## src/rtl/ts_clk_pkg.sv

```systemverilog
// Shared phase constants, requester indices and parameter range check for the
// 28 MHz core clock domain.
package ts_clk_pkg;

  localparam logic [1:0] PH0 = 2'd0;
  localparam logic [1:0] PH1 = 2'd1;
  localparam logic [1:0] PH2 = 2'd2;
  localparam logic [1:0] PH3 = 2'd3;

  localparam int unsigned NREQ_MIN = 2;
  localparam int unsigned NREQ_MAX = 8;

  localparam int unsigned REQ_VID = 0;
  localparam int unsigned REQ_CPU = 1;
  localparam int unsigned REQ_DMA = 2;

  function automatic bit nreq_ok(input int unsigned n);
    return (n >= NREQ_MIN) && (n <= NREQ_MAX);
  endfunction

endpackage

```

## src/rtl/ts_rr_arb.sv

```systemverilog
// Combinational round-robin picker: searches from ptr+1 upward with wrap, so the
// last winner (ptr) has the lowest priority.
module ts_rr_arb #(
  parameter int unsigned N = 2,
  localparam int unsigned IW = (N > 1) ? $clog2(N) : 1
) (
  input  logic [N-1:0]  req,
  input  logic [IW-1:0] ptr,
  output logic [N-1:0]  gnt,
  output logic [IW-1:0] idx,
  output logic          valid
);

  localparam logic [IW:0] NW = (IW + 1)'(N);

  logic [IW:0] pos;

  always_comb begin
    gnt   = '0;
    idx   = '0;
    valid = 1'b0;
    pos   = '0;
    for (int k = 1; k <= int'(N); k++) begin
      pos = {1'b0, ptr} + (IW + 1)'(k);
      if (pos >= NW) pos = pos - NW;
      if (!valid && req[pos[IW-1:0]]) begin
        valid              = 1'b1;
        gnt[pos[IW-1:0]]   = 1'b1;
        idx                = pos[IW-1:0];
      end
    end
  end

endmodule

```

## src/rtl/ts_slot_sched.sv

```systemverilog
// Phase-strobe generator and frame-slot arbiter: requester 0 has fixed priority,
// the rest share slots round-robin. All outputs registered from next-state values.
module ts_slot_sched
  import ts_clk_pkg::*;
#(
  parameter int unsigned NREQ = 3
) (
  input  logic            clk,
  input  logic            rst,
  input  logic            en,
  input  logic [NREQ-1:0] req,
  output logic            f0,
  output logic            f1,
  output logic            h0,
  output logic            h1,
  output logic            c0,
  output logic            c1,
  output logic            c2,
  output logic            c3,
  output logic [NREQ-1:0] grant,
  output logic [NREQ-1:0] done,
  output logic [1:0]      cnt
);

  localparam int unsigned NRR = NREQ - 1;
  localparam int unsigned IW  = (NRR > 1) ? $clog2(NRR) : 1;
  localparam int unsigned PW  = $clog2(NREQ);

  if (!nreq_ok(NREQ)) begin : gen_nreq_bad
    $error("ts_slot_sched: NREQ out of range");
  end

  logic [1:0]      cnt_q, cnt_d;
  logic [PW-1:0]   rr_ptr_q, rr_ptr_d;
  logic [NREQ-1:0] grant_d, done_d;
  logic [NRR-1:0]  rr_gnt;
  logic [IW-1:0]   rr_idx, rr_ptr_sub;
  logic            rr_valid;

  // rr_ptr holds a requester index (1..NREQ-1); the picker works in 0-based space.
  assign rr_ptr_sub = IW'(rr_ptr_q - PW'(1));

  ts_rr_arb #(
    .N(NRR)
  ) u_rr_arb (
    .req  (req[NREQ-1:1]),
    .ptr  (rr_ptr_sub),
    .gnt  (rr_gnt),
    .idx  (rr_idx),
    .valid(rr_valid)
  );

  always_comb begin
    cnt_d    = en ? cnt_q + 2'd1 : cnt_q;
    grant_d  = grant;
    rr_ptr_d = rr_ptr_q;
    if (en && cnt_q == PH3) begin
      if (req[REQ_VID]) begin
        grant_d = NREQ'(1);
      end else if (rr_valid) begin
        grant_d  = {rr_gnt, 1'b0};
        rr_ptr_d = PW'(rr_idx) + PW'(1);
      end else begin
        grant_d = '0;
      end
    end
    done_d = (en && cnt_d == PH3) ? grant_d : '0;
  end

  always_ff @(posedge clk or posedge rst) begin
    if (rst) begin
      cnt_q    <= PH3;
      rr_ptr_q <= PW'(NREQ - 1);
      cnt      <= PH0;
      grant    <= '0;
      done     <= '0;
      f0       <= 1'b0;
      f1       <= 1'b0;
      h0       <= 1'b0;
      h1       <= 1'b0;
      c0       <= 1'b0;
      c1       <= 1'b0;
      c2       <= 1'b0;
      c3       <= 1'b0;
    end else begin
      cnt_q    <= cnt_d;
      rr_ptr_q <= rr_ptr_d;
      grant    <= grant_d;
      done     <= done_d;
      if (en) cnt <= cnt_d;
      f0 <= en && (cnt_d == PH0 || cnt_d == PH2);
      f1 <= en && (cnt_d == PH1 || cnt_d == PH3);
      h0 <= en && (cnt_d == PH0 || cnt_d == PH1);
      h1 <= en && (cnt_d == PH2 || cnt_d == PH3);
      c0 <= en && (cnt_d == PH0);
      c1 <= en && (cnt_d == PH1);
      c2 <= en && (cnt_d == PH2);
      c3 <= en && (cnt_d == PH3);
    end
  end

endmodule

```

## config.mk

```make
export PLATFORM = sky130hd
export DESIGN_NAME = ts_slot_sched
export DESIGN_NICKNAME = d
export VERILOG_FILES = /design/src/rtl/ts_clk_pkg.sv /design/src/rtl/ts_rr_arb.sv /design/src/rtl/ts_slot_sched.sv
export SDC_FILE = /design/constraint.sdc
export NUM_CORES = 1
export LEC_CHECK = 0
export BUFFER_PORTS_ARGS = -buffer_cell sky130_fd_sc_hd__buf_2
export CORE_MARGIN = 2
export CORE_UTILIZATION = 47
export DETAILED_ROUTE_END_ITERATION = 6
export PLACE_DENSITY = 0.74
export SLEW_MARGIN = 5
export SYNTH_ARGS = -nofsm -noshare
export SYNTH_HDL_FRONTEND = slang
export SYNTH_SLANG_ARGS = --single-unit
export TNS_END_PERCENT = 100
```

## constraint.sdc

```tcl
create_clock -name clk -period 2 [get_ports clk]
set_input_delay 0.4 -clock clk [delete_from_list [all_inputs] [get_ports clk]]
set_output_delay 0.4 -clock clk [all_outputs]
set_load 0.03 [all_outputs]
```

==> results.ini, run 1 <==
[yosys]
ys_types=19
ys_seq_area_share_pct=66.6
syn_area_sq_um=718
synth-seq-cells=19
syn_avg_cell_area_sq_um=12.4
synth_cells=58
syn_nets=67
yosysWarnings=0

[status]
status=finished clean

[clock_network]
clock_latency_ns=0.28
cts_buffers=3
cts-root-buf=clkbuf_4
postCtsSetupBuffers=0
cts_max_path_buffers=2
cts_tree=done
cts_sinks=19
cts-resized-gates=0
htree_levels=1
cts_hold_buf=0
path_clk_slew_ns=0.11

[pwr]
power_density_nw_per_um2=1660
power.total_mw=1.44
peakVddDrop_uv=764
p_leak_nw=0.469

[min_path]
hp-class=in -> async

[cells_and_area]
diodes=0
areaGrowthSynthToFinish_pct=21.1
fin_area_sq_um=870
layout-drive-gt1-share_pct=34.9
layoutNonFillerInstCount=99
fin_nets=93

[die]
rows=14
dieArea_sq_um=1860
start_util_pct=48.8
die_height_microns=43.1
die_width_microns=43.1
boundaryPins=22
core_sq_um=1470

[drt]
wl_per_cell_microns=12.0
routed-via-count=470
final_antenna_net_count=0
drc=0
first_pass_iters=4
routed_wl_microns=1190
vias_per_cell=4.75
dr.first_iter.drc_count=7

[worst_setup_path]
arrival_ns=1.84
crit_fanout=6
crit_required_ns=2.15
path_class=reg -> reg
cpPeakStageDelay_ns=0.56
slowest_stage=dfstp_2
r2r-end=done[1]
worstSetupStartpointType=flop
crit-reg2reg-launch=cnt_q[0]
r2r_slack_ns=0.32
rr_worst_depth=4
cp_cell_sequence=inv_1, ha_1, or4b_1, o41ai_1
cp-end-kind=flop

[placed_design]
dp.cells=95
dp_hpwl_microns=923
postPlaceCellArea_sq_um=843
gp_congestion=0.777
port_buffers=21

[sta]
skew_ns=0.00735
finalSetupViolCount=0
maxSlewViolCount=0
setup_tns_ns=0
tightest_slew_ns=0.688
rsz0062_at_grt=no
max-slew-margin-rel_pct=54.1
whs_ns=0.204
final_hold_viol_count=0
fmax_mhz=594
fin_crit_sh_pct=84.2
period_needed_ns=1.68

[run]
cap_viol_max_count=0

[global_routing]
grt_usage_pct=14.3
grt_pass1_vias=449
grt_pass1_wl_microns=1990
grt_overflow=0
grt_start_max_net_pins=20
antenna_found_initial=0

==> synthesized netlist by cell type <==
cell type	instances	area, sq um
dfrtp_1	17	425
inv_1	7	26.3
o21ai_0	5	25.0
nand2b_1	4	25.0
and2_1	3	18.8
ha_1	3	37.5
nand2_1	3	11.3
nor2_1	3	11.3
dfstp_2	2	52.6
nand2_2	2	12.5
a21boi_1	1	7.51
a21oi_1	1	5.00
mux2_2	1	11.3
nand3b_1	1	7.51
nand4b_1	1	8.76
nor2b_1	1	6.26
o31ai_1	1	7.51
o41ai_1	1	8.76
or4b_1	1	10.0
==> per-layer routing <==
layer	vias up	track usage [%]	wire length [microns]
li1	238	-	-
met1	220	18.2	547
met2	12	25.1	580
met3	0	3.83	63
met4	0	1.82	0
met5	-	0	0
==> kinds of logic after synthesis <==
group                      share of synthesized area (%)
and+or+nand+nor                                     15.5
AOI/OAI and AO/OA                                   7.49
buffers and inverters                               3.66
DFF                                                 66.6
adders and majority gates                           5.23
muxes                                               1.57
==> where the power goes <==
group	internal (mW)	switching [mW]	total [mW]
combinational	0.193	0.457	0.650
sequential	0.546	0.0605	0.607
clock	0.0772	0.106	0.183
total	0.816	0.624	1.44
==> through the flow <==
stage,util [%],worst slack (ns)
2_1_floorplan,-,0.443
3_3_place_gp,57.3,0.386
3_5_place_dp,57.3,0.323
4_1_cts,59.1,0.317
5_1_grt,59.1,0.247
6_report,59.1,0.316
==> placed cells by master, fill, tap and decap left out <==
| master | count |
|---|---|
| o21ai_0 | 5 |
| clkbuf_1 | 1 |
| o31ai_1 | 1 |
| ha_1 | 3 |
| nor2_1 | 3 |
| dfstp_2 | 2 |
| dfrtp_1 | 17 |
| nor2b_1 | 1 |
| o41ai_1 | 1 |
| clkbuf_4 | 3 |
| or4b_1 | 1 |
| nand2b_1 | 4 |
| inv_1 | 7 |
| a21boi_1 | 1 |
| mux2_2 | 1 |
| nand3b_1 | 1 |
| buf_2 | 21 |
| nand2_1 | 3 |
| nand4b_1 | 1 |
| a21oi_1 | 1 |
| and2_1 | 3 |
| nand2_2 | 2 |
==> final cells by class <==
class                      count  area [sq um]
timing repair buffer          21           105
clock buffer                   4          26.3
tap                           16          20.0
sequential                    19           478
fill                         120           602
inverter                       7          26.3
multi-input combinational     32           214
==> critical path, delay by kind of cell, from the launching register on <==
| kind | cells | cell delay [ns] |
|---|---|---|
| AND/OR/NAND/NOR | 1 | 0.53 |
| AO/OA/AOI/OAI | 1 | 0.09 |
| buffers and inverters | 1 | 0.05 |
| adder cells (fa/ha/maj) | 1 | 0.34 |
| flip-flops | 1 | 0.56 |
==> sequential cells by signal, indices dropped and copies added (netlist names), named ones only <==
signal / cells
c2: 1
done: 3
cnt_q: 2
h0: 1
grant: 3
c3: 1
f1: 1
cnt: 2
h1: 1
c0: 1
f0: 1
c1: 1
==> worst max path at each step <==
stage | from | to | slack (ns)
3_5_place_dp | en | done[1] | 0.32
2_1_floorplan | cnt_q[0] | done[1] | 0.44
5_1_grt | cnt_q[0] | done[1] | 0.25
3_3_place_gp | en | done[1] | 0.39
4_1_cts | cnt_q[0] | done[1] | 0.32
6_report | cnt_q[0] | done[1] | 0.32
Note: power is estimated with default switching activity, not from simulation.
==> run 2: changes to the inputs <==
clock period = 1.62 ns   (was 2 ns; I/O delays follow)
==> run 2 against run 1 <==
  * Core utilization increased by 1.5 points
  * Cell area increased by 2.6%
  * Die area unchanged
  * Non-clock buffer count increased by 3
  * Global-route usage increased by 0.64 points
  * Clock-buffer cell count unchanged
  * Combinational power increased by 26%
  * Register-to-register slack got worse by 0.27 ns
  * Sequential share of layout area decreased by 1.4 points
  * Largest cell class unchanged
  * Highest routed layer is now met4
==> results.ini, run 2 (synthesis results as in run 1) <==
[run]
cap_viol_max_count=0

[global_routing]
grt_pass1_wl_microns=2010
grt_overflow=0
grt_pass1_vias=463
grt_usage_pct=15.0
antenna_found_initial=0
grt_start_max_net_pins=20

[worst_setup_path]
path_class=reg -> reg
crit_required_ns=1.82
crit_fanout=3
arrival_ns=1.77
cp-end-kind=flop
worstSetupStartpointType=flop
r2r_slack_ns=0.05

[pwr]
power_density_nw_per_um2=2010
p_leak_nw=0.483
peakVddDrop_uv=1070

[clock_network]
cts_max_path_buffers=2
cts-resized-gates=0
cts_buffers=3
postCtsSetupBuffers=0
cts_sinks=19
htree_levels=1
clock_latency_ns=0.29
path_clk_slew_ns=0.10
cts_tree=done
cts-root-buf=clkbuf_4
cts_hold_buf=0

[cells_and_area]
layout-drive-gt1-share_pct=37.2
areaGrowthSynthToFinish_pct=24.2
final_common_cell=buf_2
final_cell_mix=buf_2, dfrtp_1, inv_1
fillers=135
fin_area_sq_um=892
top_regs=done: 3 flops, grant: 3 flops
regArea_sq_um=478
diodes=0
fin_nets=96
multi_input_area_sq_um=214

[die]
die_height_microns=43.1
dieArea_sq_um=1860
boundaryPins=22
core_sq_um=1470
rows=14
die_width_microns=43.1
start_util_pct=48.8

[sta]
rsz0062_at_grt=no
tightest_slew_ns=0.244
fin_crit_sh_pct=97.1
max-slew-margin-rel_pct=83.5
final_hold_viol_count=0
setup_ws_ns=0.0465
skew_ns=0.00400
period_needed_ns=1.57
finalSetupViolCount=0
setup_tns_ns=0
whs_ns=0.0282
fmax_mhz=636
maxSlewViolCount=0

[drt]
final_antenna_net_count=0
first_pass_iters=2
routed-via-count=491
drc=0
dr.first_iter.drc_count=4
routed_wl_microns=1190
wl_per_cell_microns=11.6
vias_per_cell=4.81

[placed_design]
dp_hpwl_microns=866
dp_slack_ns=0.0842
gp_congestion=0.790
postPlaceCellArea_sq_um=866
port_buffers=21

[status]
status=finished clean

[min_path]
hp-class=in -> async

-- run 2: power breakdown --
group	internal, mW	switching (mW)	total (mW)
Sequential	0.674	0.0720	0.746
Clock	0.0959	0.135	0.231
Combinational	0.255	0.561	0.816
Total	1.03	0.768	1.79
-- run 2: worst max-delay path, cell delays in order, from the launching register on --
cell and delay (ns):
dfstp_2 0.56, inv_1 0.04, ha_1 0.28, or4b_1 0.52, o41ai_1 0.07
-- run 2: layout make-up --
type | instances | area share, %
multi-input cells | 32 | 24.0
inverters | 7 | 2.95
flip-flops and latches | 19 | 53.6
well taps | 16 | 2.24
clock buffers | 4 | 2.95
repair buffers | 24 | 14.3
-- run 2: layer usage --
metal | track usage [%] | up-vias | share of wire (%)
met5 | 0 | - | 0
met4 | 10.9 | 0 | 3.0
met3 | 2.98 | 5 | 6.1
met2 | 23.0 | 15 | 46
met1 | 18.5 | 222 | 45
li1 | - | 249 | -
-- run 2: through the flow --
stage | util [%] | cells | power, mW
detailed placement | 58.8 | 98 | 1.58
global placement | 58.8 | 98 | 1.55
floorplan | - | 58 | 1.33
CTS | 60.6 | 102 | 1.82
global route | 60.6 | 102 | 1.91
finish | 60.6 | 102 | 1.79
-- run 2: final timing paths --
path / startpoint / endpoint / cells after the start
max in group asynchronous: rst / cnt_q[1] / 3
min reg2reg: cnt_q[1] / cnt_q[1] / 2
min in group clk: req[0] / flop / 2
min: rst / c3 / 3
max reg2reg: cnt_q[0] / done[1] / 4
max: cnt_q[0] / done[1] / 4
